`src/rtl/mem_arbiter_if.sv`:
```
// Requester/memory bundle for the dynamic memory arbiter.
// The slave side is the arbiter; the master side is the requesters plus the memory unit.
interface mem_arbiter_if #(
    parameter int NREQ   = 5,
    parameter int ADDR_W = 16,
    parameter int DATA_W = 16
);
    logic [NREQ-1:0]        req_valid;
    logic [NREQ-1:0]        req_lock;
    logic [2*NREQ-1:0]      req_func;
    logic [ADDR_W*NREQ-1:0] req_addr1;
    logic [ADDR_W*NREQ-1:0] req_addr2;
    logic [DATA_W*NREQ-1:0] req_wdata;
    logic [NREQ-1:0]        req_done;
    logic [NREQ-1:0]        grant;
    logic [2:0]             grant_id;
    logic                   busy;
    logic                   timeout_err;
    logic                   mem_ready;
    logic                   mem_execute;
    logic [1:0]             mem_func;
    logic [ADDR_W-1:0]      address1;
    logic [ADDR_W-1:0]      address2;
    logic [DATA_W-1:0]      write_data;

    modport slave (
        input  req_valid, req_lock, req_func, req_addr1, req_addr2, req_wdata, mem_ready,
        output req_done, grant, grant_id, busy, timeout_err,
               mem_execute, mem_func, address1, address2, write_data
    );

    modport master (
        output req_valid, req_lock, req_func, req_addr1, req_addr2, req_wdata, mem_ready,
        input  req_done, grant, grant_id, busy, timeout_err,
               mem_execute, mem_func, address1, address2, write_data
    );
endinterface

```
`src/rtl/mem_arbiter.sv`:
```
// Round-robin arbiter for the single-ported memory unit: grants one requester,
// forwards its captured command, runs the execute/ready handshake, pulses done.
module mem_arbiter #(
    parameter int NREQ    = 5,
    parameter int ADDR_W  = 16,
    parameter int DATA_W  = 16,
    parameter int TIMEOUT = 1023
) (
    input  logic          clk,
    input  logic          rst,
    mem_arbiter_if.slave  bus
);
    localparam int IDW = 3;
    localparam logic [15:0] TMO = 16'(TIMEOUT);

    typedef enum logic [2:0] {IDLE, ISSUE, WAIT_ACK, WAIT_DONE, DONE} state_e;

    state_e            state_q;
    logic [NREQ-1:0]   grant_q, done_q;
    logic [IDW-1:0]    gid_q, rr_q;
    logic              busy_q, exec_q, terr_q, lock_q;
    logic [1:0]        func_q;
    logic [ADDR_W-1:0] a1_q, a2_q;
    logic [DATA_W-1:0] wd_q;
    logic [15:0]       timer_q;

    logic              pick_vld;
    logic [IDW-1:0]    pick_idx;

    // First valid requester after the last winner, wrapping at NREQ.
    always_comb begin
        int idx;
        pick_vld = 1'b0;
        pick_idx = '0;
        idx      = 0;
        for (int k = 1; k <= NREQ; k++) begin
            idx = int'(rr_q) + k;
            if (idx >= NREQ) idx = idx - NREQ;
            if (!pick_vld && bus.req_valid[idx]) begin
                pick_vld = 1'b1;
                pick_idx = IDW'(idx);
            end
        end
    end

    logic              own_vld, sel_go, sel_lk;
    logic [IDW-1:0]    sel_idx;
    logic [NREQ-1:0]   sel_oh;
    logic [1:0]        sel_fn;
    logic [ADDR_W-1:0] sel_a1, sel_a2;
    logic [DATA_W-1:0] sel_wd;

    // While locked only the current owner may be re-issued.
    assign own_vld = |(bus.req_valid & grant_q);
    assign sel_idx = lock_q ? gid_q : pick_idx;
    assign sel_go  = bus.mem_ready && (lock_q ? own_vld : pick_vld);

    always_comb begin
        sel_oh = '0;
        sel_fn = '0;
        sel_a1 = '0;
        sel_a2 = '0;
        sel_wd = '0;
        sel_lk = 1'b0;
        for (int i = 0; i < NREQ; i++) begin
            if (IDW'(i) == sel_idx) begin
                sel_oh[i] = 1'b1;
                sel_fn    = bus.req_func[2*i +: 2];
                sel_a1    = bus.req_addr1[i*ADDR_W +: ADDR_W];
                sel_a2    = bus.req_addr2[i*ADDR_W +: ADDR_W];
                sel_wd    = bus.req_wdata[i*DATA_W +: DATA_W];
                sel_lk    = bus.req_lock[i];
            end
        end
    end

    always_ff @(posedge clk) begin
        if (!rst) begin
            state_q <= IDLE;
            grant_q <= '0;
            done_q  <= '0;
            gid_q   <= '0;
            rr_q    <= IDW'(NREQ - 1);
            busy_q  <= 1'b0;
            exec_q  <= 1'b0;
            terr_q  <= 1'b0;
            lock_q  <= 1'b0;
            func_q  <= '0;
            a1_q    <= '0;
            a2_q    <= '0;
            wd_q    <= '0;
            timer_q <= '0;
        end else begin
            case (state_q)
                IDLE: begin
                    if (lock_q && !own_vld) begin
                        lock_q  <= 1'b0;
                        grant_q <= '0;
                        busy_q  <= 1'b0;
                    end else if (sel_go) begin
                        grant_q <= sel_oh;
                        gid_q   <= sel_idx;
                        rr_q    <= sel_idx;
                        lock_q  <= sel_lk;
                        func_q  <= sel_fn;
                        a1_q    <= sel_a1;
                        a2_q    <= sel_a2;
                        wd_q    <= sel_wd;
                        exec_q  <= 1'b1;
                        busy_q  <= 1'b1;
                        state_q <= ISSUE;
                    end
                end
                ISSUE: begin
                    exec_q  <= 1'b0;
                    timer_q <= '0;
                    state_q <= WAIT_ACK;
                end
                WAIT_ACK: begin
                    if (!bus.mem_ready) begin
                        timer_q <= '0;
                        state_q <= WAIT_DONE;
                    end else if (timer_q == TMO) begin
                        terr_q  <= 1'b1;
                        done_q  <= grant_q;
                        state_q <= DONE;
                    end else begin
                        timer_q <= timer_q + 16'd1;
                    end
                end
                WAIT_DONE: begin
                    if (bus.mem_ready) begin
                        done_q  <= grant_q;
                        state_q <= DONE;
                    end else if (timer_q == TMO) begin
                        terr_q  <= 1'b1;
                        done_q  <= grant_q;
                        state_q <= DONE;
                    end else begin
                        timer_q <= timer_q + 16'd1;
                    end
                end
                DONE: begin
                    done_q  <= '0;
                    state_q <= IDLE;
                    if (!lock_q) begin
                        grant_q <= '0;
                        busy_q  <= 1'b0;
                    end
                end
                default: state_q <= IDLE;
            endcase
        end
    end

    assign bus.req_done    = done_q;
    assign bus.grant       = grant_q;
    assign bus.grant_id    = gid_q;
    assign bus.busy        = busy_q;
    assign bus.timeout_err = terr_q;
    assign bus.mem_execute = exec_q;
    assign bus.mem_func    = func_q;
    assign bus.address1    = a1_q;
    assign bus.address2    = a2_q;
    assign bus.write_data  = wd_q;
endmodule

```
`src/flat_wrapper.sv`:
```
// flat-port wrapper written by rule: the top's interface ports become plain ports
module mem_arbiter_flat 
#(
    parameter int NREQ    = 5,
    parameter int ADDR_W  = 16,
    parameter int DATA_W  = 16,
    parameter int TIMEOUT = 1023
)
  (clk, rst, bus_req_valid, bus_req_lock, bus_req_func, bus_req_addr1, bus_req_addr2, bus_req_wdata, bus_mem_ready, bus_req_done, bus_grant, bus_grant_id, bus_busy, bus_timeout_err, bus_mem_execute, bus_mem_func, bus_address1, bus_address2, bus_write_data);
  mem_arbiter_if #(.NREQ(NREQ), .ADDR_W(ADDR_W), .DATA_W(DATA_W)) bus_i ();
  input  logic clk;
  input  logic rst;
  input wire logic [$bits(bus_i.req_valid)-1:0] bus_req_valid;
  input wire logic [$bits(bus_i.req_lock)-1:0] bus_req_lock;
  input wire logic [$bits(bus_i.req_func)-1:0] bus_req_func;
  input wire logic [$bits(bus_i.req_addr1)-1:0] bus_req_addr1;
  input wire logic [$bits(bus_i.req_addr2)-1:0] bus_req_addr2;
  input wire logic [$bits(bus_i.req_wdata)-1:0] bus_req_wdata;
  input wire logic [$bits(bus_i.mem_ready)-1:0] bus_mem_ready;
  output wire logic [$bits(bus_i.req_done)-1:0] bus_req_done;
  output wire logic [$bits(bus_i.grant)-1:0] bus_grant;
  output wire logic [$bits(bus_i.grant_id)-1:0] bus_grant_id;
  output wire logic [$bits(bus_i.busy)-1:0] bus_busy;
  output wire logic [$bits(bus_i.timeout_err)-1:0] bus_timeout_err;
  output wire logic [$bits(bus_i.mem_execute)-1:0] bus_mem_execute;
  output wire logic [$bits(bus_i.mem_func)-1:0] bus_mem_func;
  output wire logic [$bits(bus_i.address1)-1:0] bus_address1;
  output wire logic [$bits(bus_i.address2)-1:0] bus_address2;
  output wire logic [$bits(bus_i.write_data)-1:0] bus_write_data;
  assign bus_i.req_valid = bus_req_valid;
  assign bus_i.req_lock = bus_req_lock;
  assign bus_i.req_func = bus_req_func;
  assign bus_i.req_addr1 = bus_req_addr1;
  assign bus_i.req_addr2 = bus_req_addr2;
  assign bus_i.req_wdata = bus_req_wdata;
  assign bus_i.mem_ready = bus_mem_ready;
  assign bus_req_done = bus_i.req_done;
  assign bus_grant = bus_i.grant;
  assign bus_grant_id = bus_i.grant_id;
  assign bus_busy = bus_i.busy;
  assign bus_timeout_err = bus_i.timeout_err;
  assign bus_mem_execute = bus_i.mem_execute;
  assign bus_mem_func = bus_i.mem_func;
  assign bus_address1 = bus_i.address1;
  assign bus_address2 = bus_i.address2;
  assign bus_write_data = bus_i.write_data;
  mem_arbiter #(.NREQ(NREQ), .ADDR_W(ADDR_W), .DATA_W(DATA_W), .TIMEOUT(TIMEOUT)) u_core (.clk(clk), .rst(rst), .bus(bus_i));
endmodule
```
`config.mk`:
```
export PLATFORM = sky130hd
export DESIGN_NAME = mem_arbiter_flat
export DESIGN_NICKNAME = d
export VERILOG_FILES = /design/src/rtl/mem_arbiter_if.sv /design/src/rtl/mem_arbiter.sv /design/src/flat_wrapper.sv
export SDC_FILE = /design/constraint.sdc
export NUM_CORES = 1
export LEC_CHECK = 0
export CAP_MARGIN = 10
export CORE_MARGIN = 1
export CORE_UTILIZATION = 30
export DETAILED_ROUTE_END_ITERATION = 16
export PLACE_DENSITY = 0.64
export SLEW_MARGIN = 25
export SYNTH_ARGS = -nofsm -noshare
export SYNTH_HDL_FRONTEND = slang
export SYNTH_SLANG_ARGS = --single-unit
```
`constraint.sdc`:
```
create_clock -name clk -period 5.2 [get_ports clk]
set_input_delay 0.52 -clock clk [delete_from_list [all_inputs] [get_ports clk]]
set_output_delay 0.52 -clock clk [all_outputs]
set_load 0.05 [all_outputs]
```
==> parameters.txt <==
Parameter                              Value

Detailed routing
  Routed vias/inst    5.386
  Detailed-router iteration count before antenna repair    4
  Post-route antenna net violation count    0
  1st-iter DRT viols    416
  Total vias in the final route    7,088
  Average routed wire per standard cell    18.99 µm
  DRC Markers    0
  Drt total wl    24,990 µm

Power and ir drop
  Switching power total    4.708 mW
  Clock network fraction of design power    0.080
  Pwr per Cell Area    908.0 nW/µm²
  Leakage    4.022 nW
  Sum of internal, switching and leakage power    9.388 mW
  Internal Pwr Total    4.679 mW
  Sw frac    0.5015
  Peak supply drop    0.0008662 V
  Fraction of power consumed by sequential logic    0.105
  Portion of total power attributed to combinational logic    0.815

Worst setup path
  Category of the worst setup path launch point    flop
  Critical path class    flop to flop
  CP bufs+invs    2
  Reg2Reg Setup Slack    0.30 ns
  Cell-by-cell trace of the critical path    inv_1 > ha_1 > a21o_1 > mux4_2 > mux2i_2 > o32ai_2 > or4_4 > nor4_1 > a211o_4 > buf_4 > mux2i_1 > o22a_1 > a31oi_1
  Largest driver fanout on the critical path    49
  Slowest Stage Delay on Critical Path    0.61 ns
  CP Data Arrival Time    5.10 ns
  Critical path endpoint category    flop
  Required time at the worst-slack endpoint    5.40 ns
  CP top delay family    multiplexers
  Max stage delay cell, worst path    sky130_fd_sc_hd__dfxtp_1

Synth
  Number of unique standard cell types used by synthesis    67
  Portion of netlist area occupied by mux cells    0.1901
  Number of storage elements in the synthesis netlist    87
  Total number of yosys warnings    0
  Leading register cell type out of synthesis    sky130_fd_sc_hd__dfxtp_1
  Count of flip-flops with a built-in enable after synthesis    0
  Synthesized cell area    6445 µm²
  Post-synthesis share of cell area spent on xor and xnor gates    0.02038
  Fraction of the mapped netlist area in simple logic gates    0.1272
  Share of the synthesized area in compound gates (AO/OA/AOI/OAI)    0.3081
  Adder-cell area share of the yosys netlist    0.02601
  Synth Instances    746
  Proportion of synthesized chip area in sequential cells    0.2702
  Post-synthesis async set-or-reset flop share    0
  Syn_nets    1,021
  Main combinational cell family by area after synthesis    compound AO/OA/AOI/OAI gates
  Syn_area_per_cell    8.639 µm²

Floorplanning
  Number of cell rows    53
  Die boundary width    148.6 µm
  Die span in y    148.6 µm
  IO Count    329
  Initial cell density of the core    0.3066
  Core area    21,020 µm²
  Die Area    22,070 µm²

STA
  Setup TNS    0 ns
  Clock skew after layout    0.01221 ns
  Fin crit period    4.898 ns
  Worst slew margin relative to its limit    0.3794
  Maximum clock frequency    204.1 MHz
  Final setup violating endpoints    0
  Count of final hold-check violations    0
  Setup repair after global routing missed its margin    false
  Transition at the pin with the smallest max-transition slack    0.9247 ns
  Fraction of the cycle the final worst path needs    0.9420
  Max-slew violation count    0

Global routing
  Vias in the first global route    6,938
  Remaining Overflow, GRT    0
  Total routing usage reported by global routing    0.2194
  Antenna violations before repair    2
  First-pass GRT wire length    37,770 µm
  Maximum number of pins on one net before global-route repair    62

CTS
  Quantity of hold-fixing buffers added after cts    0
  Root buffer selected by CTS    sky130_fd_sc_hd__clkbuf_16
  Clk Latency, worst-skew pair    0.35 ns
  Cts bufs inserted    9
  Clock buffer depth    2
  Post-CTS setup repair buffer count    0
  CTS tree    yes
  Number of levels in the clock H-tree    3
  Clock transition at the registers of the reported paths    0.07 ns
  Clock sink count    87

Job
  Number of maximum-capacitance constraint violations    0

Cells and area
  Synth-to-layout area growth    60.42%
  Final-stage net count    1,308
  # fillers    2,031
  Area of all placed cells without fillers    10,340 µm²
  Share of post-route cells with drive strength above 1    0.05588

Placed design
  Routability cong.    0.8766
  Count of buffers inserted at the top-level ports    328
  HPWL Detailed    18,390 µm
  DP Area    9990 µm²

Worst hold path
  Tightest Hold Check Type    flop to flop

Status
  Result of the run    completed
[power by group through the flow]
stage                     combinational, mW  sequential (mW)  clock [mW]
after floorplan                        5.42             1.41           0
after global placement                 7.61            0.991           0
after detailed placement               7.62            0.995           0
after CTS                              7.66            0.981       0.775
after global routing                   8.18             1.01       0.800
final                                  7.65            0.982       0.752
[synthesized netlist by cell type (3+ instances only)]
cell type,number,area share
sky130_fd_sc_hd__a21boi_0,9,0.010
sky130_fd_sc_hd__buf_2,11,0.0085
sky130_fd_sc_hd__o22ai_1,3,0.0029
sky130_fd_sc_hd__nor3_1,13,0.010
sky130_fd_sc_hd__inv_1,10,0.0058
sky130_fd_sc_hd__a22oi_1,10,0.012
sky130_fd_sc_hd__mux2i_1,112,0.17
sky130_fd_sc_hd__and4_1,3,0.0041
sky130_fd_sc_hd__ha_1,11,0.021
sky130_fd_sc_hd__a21oi_1,20,0.016
sky130_fd_sc_hd__o21ai_0,14,0.011
sky130_fd_sc_hd__nand2_1,46,0.027
sky130_fd_sc_hd__xor2_1,9,0.012
sky130_fd_sc_hd__nor2b_1,13,0.013
sky130_fd_sc_hd__buf_6,5,0.0087
sky130_fd_sc_hd__nand3_1,15,0.012
sky130_fd_sc_hd__dfxtp_1,87,0.27
sky130_fd_sc_hd__o211ai_1,5,0.0058
sky130_fd_sc_hd__a31oi_1,53,0.051
sky130_fd_sc_hd__o21ai_1,3,0.0023
sky130_fd_sc_hd__o221ai_1,50,0.068
sky130_fd_sc_hd__mux2_2,6,0.010
sky130_fd_sc_hd__a211o_1,3,0.0041
sky130_fd_sc_hd__nand2b_1,13,0.013
sky130_fd_sc_hd__and2_1,7,0.0068
sky130_fd_sc_hd__xnor2_1,6,0.0082
sky130_fd_sc_hd__nor2_1,36,0.021
sky130_fd_sc_hd__clkbuf_1,53,0.031
sky130_fd_sc_hd__nor4_1,5,0.0049
sky130_fd_sc_hd__nand4_1,5,0.0049
sky130_fd_sc_hd__o211a_1,6,0.0093
sky130_fd_sc_hd__o22a_1,50,0.068
sky130_fd_sc_hd__a211oi_1,9,0.010
[per-layer routing]
| metal | track usage | wire (µm) |
|---|---|---|
| met5 | 0 | 0 |
| met2 | 0.3773 | 12510 |
| met1 | 0.2666 | 10370 |
| met3 | 0.05153 | 1558 |
| met4 | 0.07320 | 549 |
[cells by family after synthesis]
group / Yosys count
flip-flops: 87
adder cells (fa/ha/maj): 13
XOR/XNOR: 15
buffers and inverters: 84
multiplexers: 120
AND/OR/NAND/NOR: 166
AO/OA/AOI/OAI: 261
[path summary, 6_finish.rpt]
| path | from | end | depth (start not counted) |
|---|---|---|---|
| hold / removal | u_core.timer_q[1] | u_core.timer_q[1] | 2 |
| hold reg to reg | u_core.timer_q[1] | u_core.timer_q[1] | 2 |
| setup / recovery | u_core.rr_q[1] | u_core.bus.write_data[1] | 13 |
| setup reg to reg | u_core.rr_q[1] | u_core.bus.write_data[1] | 13 |
[sequential cells by signal (all words and copies together), names as in the netlist, 2 cells and up]
signal,cells
u_core.state_q,3
u_core.bus.address1,16
u_core.bus.req_done,5
u_core.bus.grant,5
u_core.bus.write_data,16
u_core.bus.address2,16
u_core.bus.mem_func,2
u_core.rr_q,3
u_core.timer_q,16
[repair_timing]
action,4_1_cts,5_1_grt
resized for setup,0,1
endpoints found under the setup margin,0,32
hold endpoints to repair,0,0
[worst register-to-register path, cell delays in order (launching register included)]
cell,delay (ns)
sky130_fd_sc_hd__dfxtp_1,0.61
sky130_fd_sc_hd__inv_1,0.27
sky130_fd_sc_hd__ha_1,0.32
sky130_fd_sc_hd__a21o_1,0.20
sky130_fd_sc_hd__mux4_2,0.52
sky130_fd_sc_hd__mux2i_2,0.25
sky130_fd_sc_hd__o32ai_2,0.17
sky130_fd_sc_hd__or4_4,0.59
sky130_fd_sc_hd__nor4_1,0.37
sky130_fd_sc_hd__a211o_4,0.17
sky130_fd_sc_hd__buf_4,0.60
sky130_fd_sc_hd__mux2i_1,0.43
sky130_fd_sc_hd__o22a_1,0.18
sky130_fd_sc_hd__a31oi_1,0.07
[layout make-up]
class / count / area (µm²) / area share
diodes: 3 / 7.507 / 0.0007261
multi-input cells: 575 / 4385 / 0.4242
inverters: 12 / 45.04 / 0.004357
well taps: 275 / 344.1 / 0.03328
clock buffers: 10 / 239.0 / 0.02311
repair buffers: 348 / 3478 / 0.3364
flip-flops and latches: 87 / 1742 / 0.1685
clock inverters: 6 / 97.59 / 0.009440
[layout by cell type (no fill, tap or decap), types with 7 or more instances in the layout]
cell type | synthesis | final
sky130_fd_sc_hd__nand3_1 | 15 | 14
sky130_fd_sc_hd__nand2_1 | 46 | 45
sky130_fd_sc_hd__nand2b_1 | 13 | 13
sky130_fd_sc_hd__nor2b_1 | 13 | 13
sky130_fd_sc_hd__xor2_1 | 9 | 9
sky130_fd_sc_hd__a21oi_1 | 20 | 20
sky130_fd_sc_hd__nor2_1 | 36 | 36
sky130_fd_sc_hd__a22oi_1 | 10 | 10
sky130_fd_sc_hd__nor3_1 | 13 | 13
sky130_fd_sc_hd__clkdlybuf4s50_1 | 0 | 327
sky130_fd_sc_hd__a31oi_1 | 53 | 53
sky130_fd_sc_hd__o221ai_1 | 50 | 50
sky130_fd_sc_hd__a21boi_0 | 9 | 9
sky130_fd_sc_hd__o22a_1 | 50 | 50
sky130_fd_sc_hd__ha_1 | 11 | 11
sky130_fd_sc_hd__and2_1 | 7 | 7
sky130_fd_sc_hd__mux2i_1 | 112 | 112
sky130_fd_sc_hd__a211oi_1 | 9 | 9
sky130_fd_sc_hd__clkbuf_16 | 0 | 9
sky130_fd_sc_hd__buf_4 | 2 | 16
sky130_fd_sc_hd__inv_1 | 10 | 10
sky130_fd_sc_hd__o21ai_0 | 14 | 12
sky130_fd_sc_hd__dfxtp_1 | 87 | 87
[stage by stage]
stage | util | setup WS (ns) | std cells | hold slack (ns)
final | 0.4918 | 0.3016 | 1316 | 0.4746
after floorplan | - | 0.7127 | 746 | 0.4490
after global routing | 0.4917 | 0.04371 | 1315 | 0.5009
after detailed placement | 0.4752 | 0.2698 | 1297 | 0.4634
after CTS | 0.4912 | 0.2595 | 1313 | 0.4729
after global placement | 0.4752 | 0.4298 | 1297 | 0.4544
Note: power is estimated with default switching activity, not from simulation.
